<file path="src/rtl/btn_debounce.sv">
// Two-channel push-button debouncer: 2-flop synchronizer, per-channel stability counter, press pulse.
// Optional long-press detector enabled by defining BTN_LONGPRESS_EN (adds o_fLong).
module btn_debounce #(
    parameter int LST_DB   = 1_000_000 - 1,
    parameter int LST_LONG = 200_000_000 - 1
) (
    input  logic       i_Clk,
    input  logic       i_Rst,
    input  logic [1:0] i_Btn,
    output logic [1:0] o_Btn,
    output logic [1:0] o_fPress
`ifdef BTN_LONGPRESS_EN
    ,
    output logic [1:0] o_fLong
`endif
);

    localparam int DbW = (LST_DB > 0) ? $clog2(LST_DB + 1) : 1;
    localparam logic [DbW-1:0] DbMax = DbW'(LST_DB);

    // The long-press counter needs at least one cycle of hold to be meaningful.
    generate
        if (LST_DB < 0 || LST_LONG < 1) begin : gParamCheck
            $error("btn_debounce: LST_DB must be >= 0 and LST_LONG >= 1");
        end
    endgenerate

    logic [1:0] s1;
    logic [1:0] s2;

    always_ff @(posedge i_Clk) begin
        if (!i_Rst) begin
            s1 <= 2'b11;
            s2 <= 2'b11;
        end else begin
            s1 <= i_Btn;
            s2 <= s1;
        end
    end

    generate
        for (genvar ch = 0; ch < 2; ch++) begin : gChan
            logic [DbW-1:0] dbCnt;
            logic           btnQ;
            logic           pressQ;

            // Any cycle agreeing with the settled level restarts the window, so glitches never accumulate.
            always_ff @(posedge i_Clk) begin
                if (!i_Rst) begin
                    dbCnt  <= '0;
                    btnQ   <= 1'b1;
                    pressQ <= 1'b0;
                end else begin
                    pressQ <= 1'b0;
                    if (s2[ch] == btnQ) begin
                        dbCnt <= '0;
                    end else if (dbCnt == DbMax) begin
                        btnQ   <= s2[ch];
                        dbCnt  <= '0;
                        pressQ <= ~s2[ch];
                    end else begin
                        dbCnt <= dbCnt + 1'b1;
                    end
                end
            end

            assign o_Btn[ch]    = btnQ;
            assign o_fPress[ch] = pressQ;

`ifdef BTN_LONGPRESS_EN
            localparam int LongW = $clog2(LST_LONG + 1);
            localparam logic [LongW-1:0] LongMax = LongW'(LST_LONG);
            localparam logic [LongW-1:0] LongPre = LongW'(LST_LONG - 1);

            logic [LongW-1:0] holdCnt;
            logic             longQ;

            // Saturation at LongMax is what limits the pulse to once per press.
            always_ff @(posedge i_Clk) begin
                if (!i_Rst) begin
                    holdCnt <= '0;
                    longQ   <= 1'b0;
                end else if (btnQ) begin
                    holdCnt <= '0;
                    longQ   <= 1'b0;
                end else begin
                    if (holdCnt != LongMax) begin
                        holdCnt <= holdCnt + 1'b1;
                    end
                    longQ <= (holdCnt == LongPre);
                end
            end

            assign o_fLong[ch] = longQ;
`endif
        end
    endgenerate

endmodule

</file>
<file path="config.mk">
export PLATFORM = sky130hd
export DESIGN_NAME = btn_debounce
export DESIGN_NICKNAME = d
export VERILOG_FILES = /design/src/rtl/btn_debounce.sv
export SDC_FILE = /design/constraint.sdc
export NUM_CORES = 1
export LEC_CHECK = 0
export CAP_MARGIN = 20
export CELL_PAD_IN_SITES_DETAIL_PLACEMENT = 0
export CELL_PAD_IN_SITES_GLOBAL_PLACEMENT = 2
export CORE_MARGIN = 2
export CORE_UTILIZATION = 37
export CTS_BUF_LIST = sky130_fd_sc_hd__clkbuf_8 sky130_fd_sc_hd__clkbuf_16
export CTS_CLUSTER_SIZE = 12
export DETAILED_ROUTE_END_ITERATION = 10
export PLACE_DENSITY_LB_ADDON = 0.1
export SLEW_MARGIN = 40
export SYNTH_ARGS = -nofsm -noshare
export SYNTH_HDL_FRONTEND = slang
export SYNTH_SLANG_ARGS = --single-unit
export TNS_END_PERCENT = 5
</file>
<file path="constraint.sdc">
create_clock -name i_Clk -period 2.44 [get_ports i_Clk]
set_input_delay 0.366 -clock i_Clk [delete_from_list [all_inputs] [get_ports i_Clk]]
set_output_delay 0.366 -clock i_Clk [all_outputs]
set_load 0.1 [all_outputs]
</file>
==> results of run 1 <==
==> path summary, 6_finish.rpt <==
check | endpoint | slack [ns] | cells after the start
worst max-delay path | gChan[1].dbCnt[4] | 0.35 | 5
worst min-delay path | s2[1] | 0.41 | 1
worst max register to register | gChan[1].dbCnt[4] | 0.35 | 5
worst min register to register | s2[1] | 0.41 | 1
==> per-layer routing <==
layer	up-vias	part of all wire, %	GRT usage [%]
met4	0	1.7	5.08
met2	8	53	27.5
met1	786	43	16.8
met3	8	1.9	3.48
met5	-	0	0
li1	854	-	-
==> report_power, final <==
group	internal, W	switching, W	leakage, nW
Combinational	0.00000951	0.0000108	0.258
Sequential	0.000787	0.00000288	0.388
Clock	0.000191	0.000242	0.0452
==> cells by family after synthesis <==
kind of cell / count (synthesis) / share of synthesized area, %
AND/OR/NAND/NOR: 109 / 28.4
XOR/XNOR: 24 / 9.77
AO/OA/AOI/OAI: 34 / 9.88
adder cells (fa/ha/maj): 2 / 1.16
flip-flops: 48 / 44.7
buffers and inverters: 23 / 6.10
==> through the flow <==
| stage | hold WS (ns) | total power [W] | setup WS, ns |
|---|---|---|---|
| global route | 0.433 | 0.00130 | 0.229 |
| CTS | 0.417 | 0.00127 | 0.347 |
| finish | 0.412 | 0.00124 | 0.352 |
| floorplan | 0.386 | 0.000821 | 0.487 |
| detailed placement | 0.402 | 0.000828 | 0.357 |
| global placement | 0.394 | 0.000827 | 0.388 |
==> layout make-up <==
type | count | area share (%)
Clock buffer | 5 | 2.97
Timing Repair Buffer | 11 | 3.89
Multi-Input combinational cell | 169 | 45.8
Clock inverter | 2 | 0.378
Inverter | 10 | 1.62
Sequential cell | 48 | 41.5
Tap cell | 72 | 3.89
==> placed cells by master, fill, tap and decap left out, drive strengths merged, types with 2 or more instances in the layout <==
| cell type | count |
|---|---|
| a21oi | 14 |
| and3 | 2 |
| and4 | 2 |
| buf | 8 |
| clkbuf | 5 |
| clkdlybuf4s50 | 3 |
| dfxtp | 48 |
| ha | 2 |
| inv | 11 |
| nand2 | 12 |
| nand2b | 4 |
| nand3 | 15 |
| nand4 | 9 |
| nor2 | 27 |
| nor3 | 4 |
| nor3b | 2 |
| nor4 | 4 |
| o211ai | 3 |
| o21ai | 9 |
| o31ai | 5 |
| or2 | 2 |
| or3 | 8 |
| or3b | 2 |
| or4 | 10 |
| or4b | 2 |
| xnor2 | 11 |
| xor2 | 13 |
==> registers in the layout, indices dropped and copies added (netlist names) <==
signal and flops:
s1 2, gChan.pressQ 2, s2 2, gChan.btnQ 2, gChan.dbCnt 40
==> flow_metrics.py, run 1 <==
metrics = {
    "critical_path": {
        "worst-path-max-fanout": 20,
        "critical_path.max_stage_delay_ns": 0.57,
        "cp_top_family": "simple AND/OR/NAND/NOR gates",
        "cpMaxStageDelayCell": "or4_4",
        "crit_path_start_kind": "flop",
        "critical_path_class": "flop to flop",
        "path_buf_inv": 1,
        "cp_cell_sequence": "or4b_1, or4_4, o211ai_2, buf_4, nor2_1",
        "cp_data_required_time_ns": 2.62,
        "crit_start": "gChan[1].dbCnt[12]",
        "cp.arrival_ns": 2.27,
        "r2r_start": "gChan[1].dbCnt[12]",
        "endpoint_kind": "flop",
    },
    "synth": {
        "synth-async-reset-ratio_pct": 0,
        "ys_warn_count": 0,
        "syn_nets": 246,
        "yosysUniqueCellTypes": 38,
        "yosysMostFrequentCell": "dfxtp_1",
        "yosys_most_used_dff": "dfxtp_1",
        "synth_seq_cells": 48,
        "yosysTopAreaCell": "dfxtp_1",
        "syn_area_um2": 2150,
        "synth_top_cells_by_count": "48 x dfxtp_1, 27 x nor2_1, 14 x a21oi_1, 14 x nand3_1, 13 x xor2_1",
        "synthTopCellsByArea": "dfxtp_1 45%, xor2_1 5.3%, nor2_1 4.7%, xnor2_1 4.5%, a21oi_1 3.3%",
        "synth_edf_count": 0,
        "synth_seq_area_share_pct": 44.7,
        "avgSynthCellArea_um2": 8.97,
        "synth_top_area_share_pct": 44.7,
        "synthCells": 240,
    },
    "timing": {
        "min_period_over_period_pct": 85.6,
        "slew_headroom_pct": 75.8,
        "worst_slew_pin_slew_ns": 0.362,
        "finalHoldViolations": 0,
        "fin_crit_ns": 2.09,
        "tns_ns": 0,
        "finalSetupViolations": 0,
        "skew_ns": 0.00759,
        "rsz0062_at_grt": "false",
        "maxSlewViolCount": 0,
        "max_freq_mhz": 479,
    },
    "floorplan": {
        "fp.dieH_um": 80.3,
        "dieArea_um2": 6440,
        "core_um2": 5570,
        "ioPinCount": 8,
        "initial_utilization_pct": 38.6,
        "die_x_um": 80.3,
        "fp-row-count": 27,
    },
    "clocking": {
        "cts_root_buf": "clkbuf_8",
        "clock-sinks": 48,
        "clk_latency_ns": 0.29,
        "cts_buffer_depth": 2,
        "cts_made_buffers": 5,
        "cts_max_level": 2,
        "cts_tree": "done",
        "cts-hold-fix-buffers": 0,
        "postCtsResizedCells": 0,
        "cts_setup_buffers": 0,
        "cts.reportedPaths.clkPinSlew_ns": 0.08,
    },
    "global_route": {
        "grt.total_usage_pct": 15.0,
        "grt_max_degree": 21,
        "grt_remaining_overflow": 0,
        "grt_pass1_vias": 1654,
        "grt_first_pass_wirelength_mm": 7.62,
        "antenna_found_initial": 0,
    },
    "run": {
        "drv_cap": 0,
    },
    "layout": {
        "post-route-util_pct": 41.5,
        "layout.cells.non_filler": 317,
        "fill_cells": 558,
        "num_antenna_cells": 0,
        "multi_input_area_um2": 1060,
        "drive_gt1_share_pct": 9.80,
        "final_area_um2": 2320,
        "area_delta_synth_final_pct": 7.62,
        "final-seq-area_um2": 961,
        "nNetsFinal": 251,
    },
    "min_path": {
        "hold_path.startpoint": "s1[1]",
        "hp-class": "flop to flop",
    },
    "placed_design": {
        "place.gp.congestion": 0.764,
        "dpl_cell_area_um2": 2240,
        "dp_cells": 310,
        "dp_hpwl_mm": 3.07,
        "io_buffers": 7,
    },
    "routing": {
        "wl_mm": 4.18,
        "wire_per_inst_um": 13.2,
        "first_iter_violations": 95,
        "route.detailed.drc": 0,
        "vias": 1656,
        "via_per_inst": 5.22,
        "first_pass_iters": 4,
        "antenna_left": 0,
    },
    "pwr": {
        "ir_drop_mv": 0.204,
        "p_per_area_nw_per_um2": 537,
        "p_leak_nw": 0.691,
    },
    "status": {
        "outcome": "finished, final reports clean",
    },
}
Power figures use the tool's default switching activity.
==> inputs of run 2 (changes only) <==
--- a/config.mk
+++ b/config.mk
@@ -9,11 +9,13 @@
 export CELL_PAD_IN_SITES_DETAIL_PLACEMENT = 0
 export CELL_PAD_IN_SITES_GLOBAL_PLACEMENT = 2
 export CORE_MARGIN = 2
-export CORE_UTILIZATION = 37
+export CORE_UTILIZATION = 39
 export CTS_BUF_LIST = sky130_fd_sc_hd__clkbuf_8 sky130_fd_sc_hd__clkbuf_16
 export CTS_CLUSTER_SIZE = 12
 export DETAILED_ROUTE_END_ITERATION = 10
+export DONT_BUFFER_PORTS = 1
 export PLACE_DENSITY_LB_ADDON = 0.1
+export SKIP_LAST_GASP = 1
 export SLEW_MARGIN = 40
 export SYNTH_ARGS = -nofsm -noshare
 export SYNTH_HDL_FRONTEND = slang
==> flow_metrics.py, run 2 (synthesis gave the netlist of run 1 again) <==
metrics = {
    "status": {
        "outcome": "finished, final reports clean",
    },
    "timing": {
        "rsz0062_at_grt": "false",
        "slew_headroom_pct": 78.8,
        "finalHoldViolations": 0,
        "worst_slew_pin_slew_ns": 0.316,
        "max_freq_mhz": 484,
        "maxSlewViolCount": 0,
        "min_period_over_period_pct": 84.8,
        "tns_ns": 0,
        "fin_ws_ns": 0.372,
        "finalSetupViolations": 0,
        "skew_ns": 0.00433,
        "fin_crit_ns": 2.07,
        "hold_ws_ns": 0.137,
    },
    "clocking": {
        "cts_max_level": 2,
        "cts_buffer_depth": 2,
        "cts_root_buf": "clkbuf_8",
        "cts-hold-fix-buffers": 0,
        "cts_setup_buffers": 0,
        "cts.reportedPaths.clkPinSlew_ns": 0.09,
        "clk_latency_ns": 0.29,
        "cts_tree": "done",
        "clock-sinks": 48,
        "cts_made_buffers": 5,
        "postCtsResizedCells": 0,
    },
    "critical_path": {
        "critical_path_class": "flop to flop",
        "reg2reg_slack_ns": 0.37,
        "crit_path_start_kind": "flop",
        "cp_data_required_time_ns": 2.63,
        "cp.arrival_ns": 2.26,
        "endpoint_kind": "flop",
        "worst-path-max-fanout": 20,
    },
    "placed_design": {
        "place.gp.congestion": 0.761,
        "io_buffers": 0,
        "dpl_cell_area_um2": 2210,
        "dp_slack_ns": 0.369,
        "dp_hpwl_mm": 3.00,
        "dp_cells": 307,
    },
    "floorplan": {
        "core_um2": 5410,
        "ioPinCount": 8,
        "fp.dieH_um": 78.3,
        "fp-row-count": 27,
        "die_x_um": 78.3,
        "initial_utilization_pct": 39.8,
        "dieArea_um2": 6130,
    },
    "layout": {
        "final_area_um2": 2320,
        "fill_cells": 545,
        "num_antenna_cells": 0,
        "mostFrequentLayoutCells": "48 x dfxtp_1, 27 x nor2_1, 14 x nand3_1, 14 x a21oi_1, 13 x xor2_1",
        "area_delta_synth_final_pct": 7.62,
        "drive_gt1_share_pct": 10.3,
        "top_register": "gChan.dbCnt",
        "layout.cells.non_filler": 315,
        "largest_reg_flops": 40,
        "final_common_cell": "dfxtp_1",
        "nNetsFinal": 248,
    },
    "pwr": {
        "power.switching_w": 0.000276,
        "seqPwrFrac_pct": 57.7,
        "clkPwrFrac_pct": 41.4,
        "intPower_w": 0.00109,
        "p_leak_nw": 0.693,
        "netSwitchingFraction_pct": 20.2,
        "ir_drop_mv": 0.385,
        "combPwrFrac_pct": 1.0,
        "p_per_area_nw_per_um2": 591,
    },
    "global_route": {
        "grt_remaining_overflow": 0,
        "gr-usage-met1_pct": 16.7,
        "grt.total_usage_pct": 14.6,
        "met3_usage_pct": 3.10,
        "use_met2_pct": 26.4,
        "grt-busiest-layer": "met2",
        "grt_max_degree": 21,
        "antenna_found_initial": 0,
        "grt_pass1_vias": 1598,
        "grt_first_pass_wirelength_mm": 7.12,
    },
    "routing": {
        "route.detailed.drc": 0,
        "antenna_left": 0,
        "first_iter_violations": 46,
        "vias": 1639,
        "wl_mm": 4.16,
        "wire_per_inst_um": 13.2,
        "via_per_inst": 5.20,
        "first_pass_iters": 4,
    },
    "run": {
        "drv_cap": 0,
    },
    "min_path": {
        "hp-class": "primary input to flop",
    },
}
[run 2: power groups by stage]
stage	logic (W)	clock network (W)	registers [W]
2_1_floorplan	0.0000141	0	0.000807
3_3_place_gp	0.0000130	0	0.000807
3_5_place_dp	0.0000135	0	0.000808
4_1_cts	0.0000136	0.000587	0.000789
5_1_grt	0.0000150	0.000617	0.000790
6_report	0.0000133	0.000566	0.000789
[run 2: critical path: stages, from the launching register on]
cell and delay [ns]:
dfxtp_1 0.40, or4bb_1 0.50, or4_4 0.57, o211ai_2 0.15, buf_4 0.26, nor2_1 0.08
[run 2: layout make-up]
type	instances	area [um2]	area share, %
clock buffers	5	68.8	2.97
repair buffers	8	60.1	2.59
flip-flops and latches	48	961	41.5
clock inverters	3	38.8	1.67
multi-input cells	169	1060	45.8
inverters	10	37.5	1.62
well taps	72	90.1	3.89
[run 2: path summary, 6_finish.rpt]
path	end	depth (start not counted)	startpoint
max reg2reg	gChan[0].dbCnt[2]	5	gChan[0].dbCnt[9]
max	gChan[0].dbCnt[2]	5	gChan[0].dbCnt[9]
min reg2reg	s2[1]	1	s1[1]
min	s2[1]	1	i_Rst
[run 2: per-layer routing]
layer / share of wire, % / vias up
met5: 0 / -
met4: 1.1 / 0
met3: 1.7 / 4
met2: 53 / 10
met1: 45 / 777
li1: - / 848
[run 2: stage by stage]
step	utilization [%]	total power, W
2_1_floorplan	-	0.000821
3_3_place_gp	40.9	0.000820
3_5_place_dp	40.9	0.000821
4_1_cts	42.8	0.00139
5_1_grt	42.8	0.00142
6_report	42.8	0.00137
==> inputs of run 3 (changes only) <==
--- a/config.mk
+++ b/config.mk
@@ -9,7 +9,7 @@
 export CELL_PAD_IN_SITES_DETAIL_PLACEMENT = 0
 export CELL_PAD_IN_SITES_GLOBAL_PLACEMENT = 2
 export CORE_MARGIN = 2
-export CORE_UTILIZATION = 39
+export CORE_UTILIZATION = 35
 export CTS_BUF_LIST = sky130_fd_sc_hd__clkbuf_8 sky130_fd_sc_hd__clkbuf_16
 export CTS_CLUSTER_SIZE = 12
 export DETAILED_ROUTE_END_ITERATION = 10
==> constraint.sdc (replaced) <==
create_clock -name i_Clk -period 1.7 [get_ports i_Clk]
set_input_delay 0.255 -clock i_Clk [delete_from_list [all_inputs] [get_ports i_Clk]]
set_output_delay 0.255 -clock i_Clk [all_outputs]
set_load 0.1 [all_outputs]
==> flow_metrics.py, run 3 (synthesis gave the netlist of run 1 again) <==
metrics = {
    "critical_path": {
        "r2r_cells": 5,
        "reg2reg_slack_ns": -0.30,
        "cp_data_required_time_ns": 1.88,
        "critical_path.max_stage_delay_ns": 0.56,
        "timing.rr.end": "gChan[1].dbCnt[17]",
        "cpMaxStageDelayCell": "or4_4",
        "r2r_start": "gChan[1].dbCnt[12]",
        "worst-path-max-fanout": 7,
        "crit_path_start_kind": "flop",
        "crit_start": "gChan[1].dbCnt[12]",
        "path_buf_inv": 1,
        "cp_cell_sequence": "or4b_4, or4_4, o211ai_4, buf_6, a21oi_1",
        "endpoint_kind": "flop",
        "cp.arrival_ns": 2.19,
        "cp-endpoint": "gChan[1].dbCnt[17]",
        "cp_top_family": "simple AND/OR/NAND/NOR gates",
        "timing.critical_path.depth": 5,
        "critical_path_class": "flop to flop",
    },
    "routing": {
        "wl_met1_mm": 2.07,
        "dr.max_layer_used": "met4",
        "dr_wl_met3_um": 72,
        "antenna_left": 0,
        "first_iter_violations": 63,
        "route.detailed.drc": 0,
        "via_per_inst": 4.96,
        "first_pass_iters": 4,
        "vias": 1810,
        "wire_per_inst_um": 13.3,
        "wl_mm": 4.86,
        "route.met2.wl_mm": 2.69,
    },
    "global_route": {
        "antenna_found_initial": 0,
        "grt_pass1_vias": 1835,
        "grt_first_pass_wirelength_mm": 8.28,
        "grt_remaining_overflow": 0,
        "grt_max_degree": 21,
        "grt.total_usage_pct": 16.0,
    },
    "layout": {
        "largest_reg_flops": 40,
        "layout.cells.non_filler": 365,
        "final_common_cell": "buf_4",
        "fill_cells": 574,
        "nNetsFinal": 295,
        "drive_gt1_share_pct": 26.6,
        "area_delta_synth_final_pct": 26.2,
        "post-route-util_pct": 45.9,
        "num_antenna_cells": 0,
        "mostFrequentLayoutCells": "51 x buf_4, 45 x dfxtp_1, 26 x nor2_1, 14 x nand3_1, 14 x a21oi_1",
        "top_register": "gChan.dbCnt",
    },
    "floorplan": {
        "die_x_um": 82.4,
        "ioPinCount": 8,
        "fp.dieH_um": 82.4,
        "dieArea_um2": 6790,
        "fp-row-count": 28,
        "initial_utilization_pct": 36.3,
        "core_um2": 5920,
    },
    "timing": {
        "slew_headroom_pct": 78.5,
        "max_freq_mhz": 499,
        "skew_ns": 0.0150,
        "finalHoldViolations": 0,
        "min_period_over_period_pct": 118,
        "fin_ws_ns": -0.304,
        "worst_slew_pin_slew_ns": 0.320,
        "maxSlewViolCount": 0,
        "tns_ns": -11.13,
        "hold_ws_ns": 0.0232,
        "finalSetupViolations": 44,
        "rsz0062_at_grt": "true",
        "fin_crit_ns": 2.00,
    },
    "clocking": {
        "cts-hold-fix-buffers": 0,
        "clk_latency_ns": 0.30,
        "cts_tree": "done",
        "cts_max_level": 2,
        "cts_made_buffers": 5,
        "cts_buffer_depth": 2,
        "cts_setup_buffers": 0,
        "clock-sinks": 48,
        "cts.reportedPaths.clkPinSlew_ns": 0.10,
        "cts_root_buf": "clkbuf_8",
    },
    "placed_design": {
        "io_buffers": 0,
        "dp_hpwl_mm": 3.57,
        "dp_cells": 356,
        "place.gp.congestion": 0.739,
    },
    "pwr": {
        "p_leak_nw": 0.947,
        "p_per_area_nw_per_um2": 726,
        "ir_drop_mv": 0.335,
    },
    "min_path": {
        "hp-class": "primary input to flop",
    },
    "status": {
        "violations": "negative setup slack",
        "outcome": "complete, but fails checks",
    },
    "run": {
        "drv_cap": 0,
    },
}
[run 3: cell types whose count changed in the layout (fill, tap and decap cells not counted), moves of 3 or more]
| cell | previous run | this run |
|---|---|---|
| buf_4 | 8 | 51 |
| buf_6 | 0 | 3 |
| dfxtp_1 | 48 | 45 |
| dfxtp_2 | 0 | 3 |
[run 3: layout make-up]
class	count	area (um2)	share of cell area, %
Clock buffer	5	68.8	2.53
Clock inverter	3	38.8	1.43
Inverter	10	37.5	1.38
Multi-Input combinational cell	169	1070	39.6
Sequential cell	48	965	35.5
Tap cell	75	93.8	3.46
Timing Repair Buffer	55	437	16.1
[run 3: worst min-delay path by stage]
stage | start | endpoint | slack, ns | cells past startpoint
finish | i_Rst | s2[1] | 0.02 | 1
global route | i_Rst | s2[1] | 0.02 | 1
CTS | i_Rst | s2[1] | 0.01 | 1
detailed placement | i_Rst | s2[0] | 0.33 | 1
global placement | i_Rst | s2[0] | 0.33 | 1
floorplan | i_Btn[0] | s1[0] | 0.36 | 1
[run 3: per-layer routing]
metal,up-vias,GRT usage (%)
met5,-,0
met4,0,4.50
met3,2,3.26
met2,9,30.6
met1,862,17.6
li1,937,-
[run 3: where the power goes]
group	switching, W	leakage (nW)	internal, W
clock	0.000380	0.0593	0.000431
combinational	0.0000144	0.498	0.0000133
sequential	0.00000294	0.389	0.00113
[run 3: through the flow]
step	setup WS, ns	power [W]	area [um2]
2_1_floorplan	-0.181	0.00118	2150
3_3_place_gp	-0.243	0.00118	2570
3_5_place_dp	-0.302	0.00118	2570
4_1_cts	-0.286	0.00200	2680
5_1_grt	-0.347	0.00206	2720
6_report	-0.304	0.00197	2720
[run 3: repair_timing]
action	4_1_cts	5_1_grt
hold endpoints to repair	0	0
gates cloned	0	1
pin swaps	0	3
setup endpoints to repair	44	44
gates resized for setup	2	9
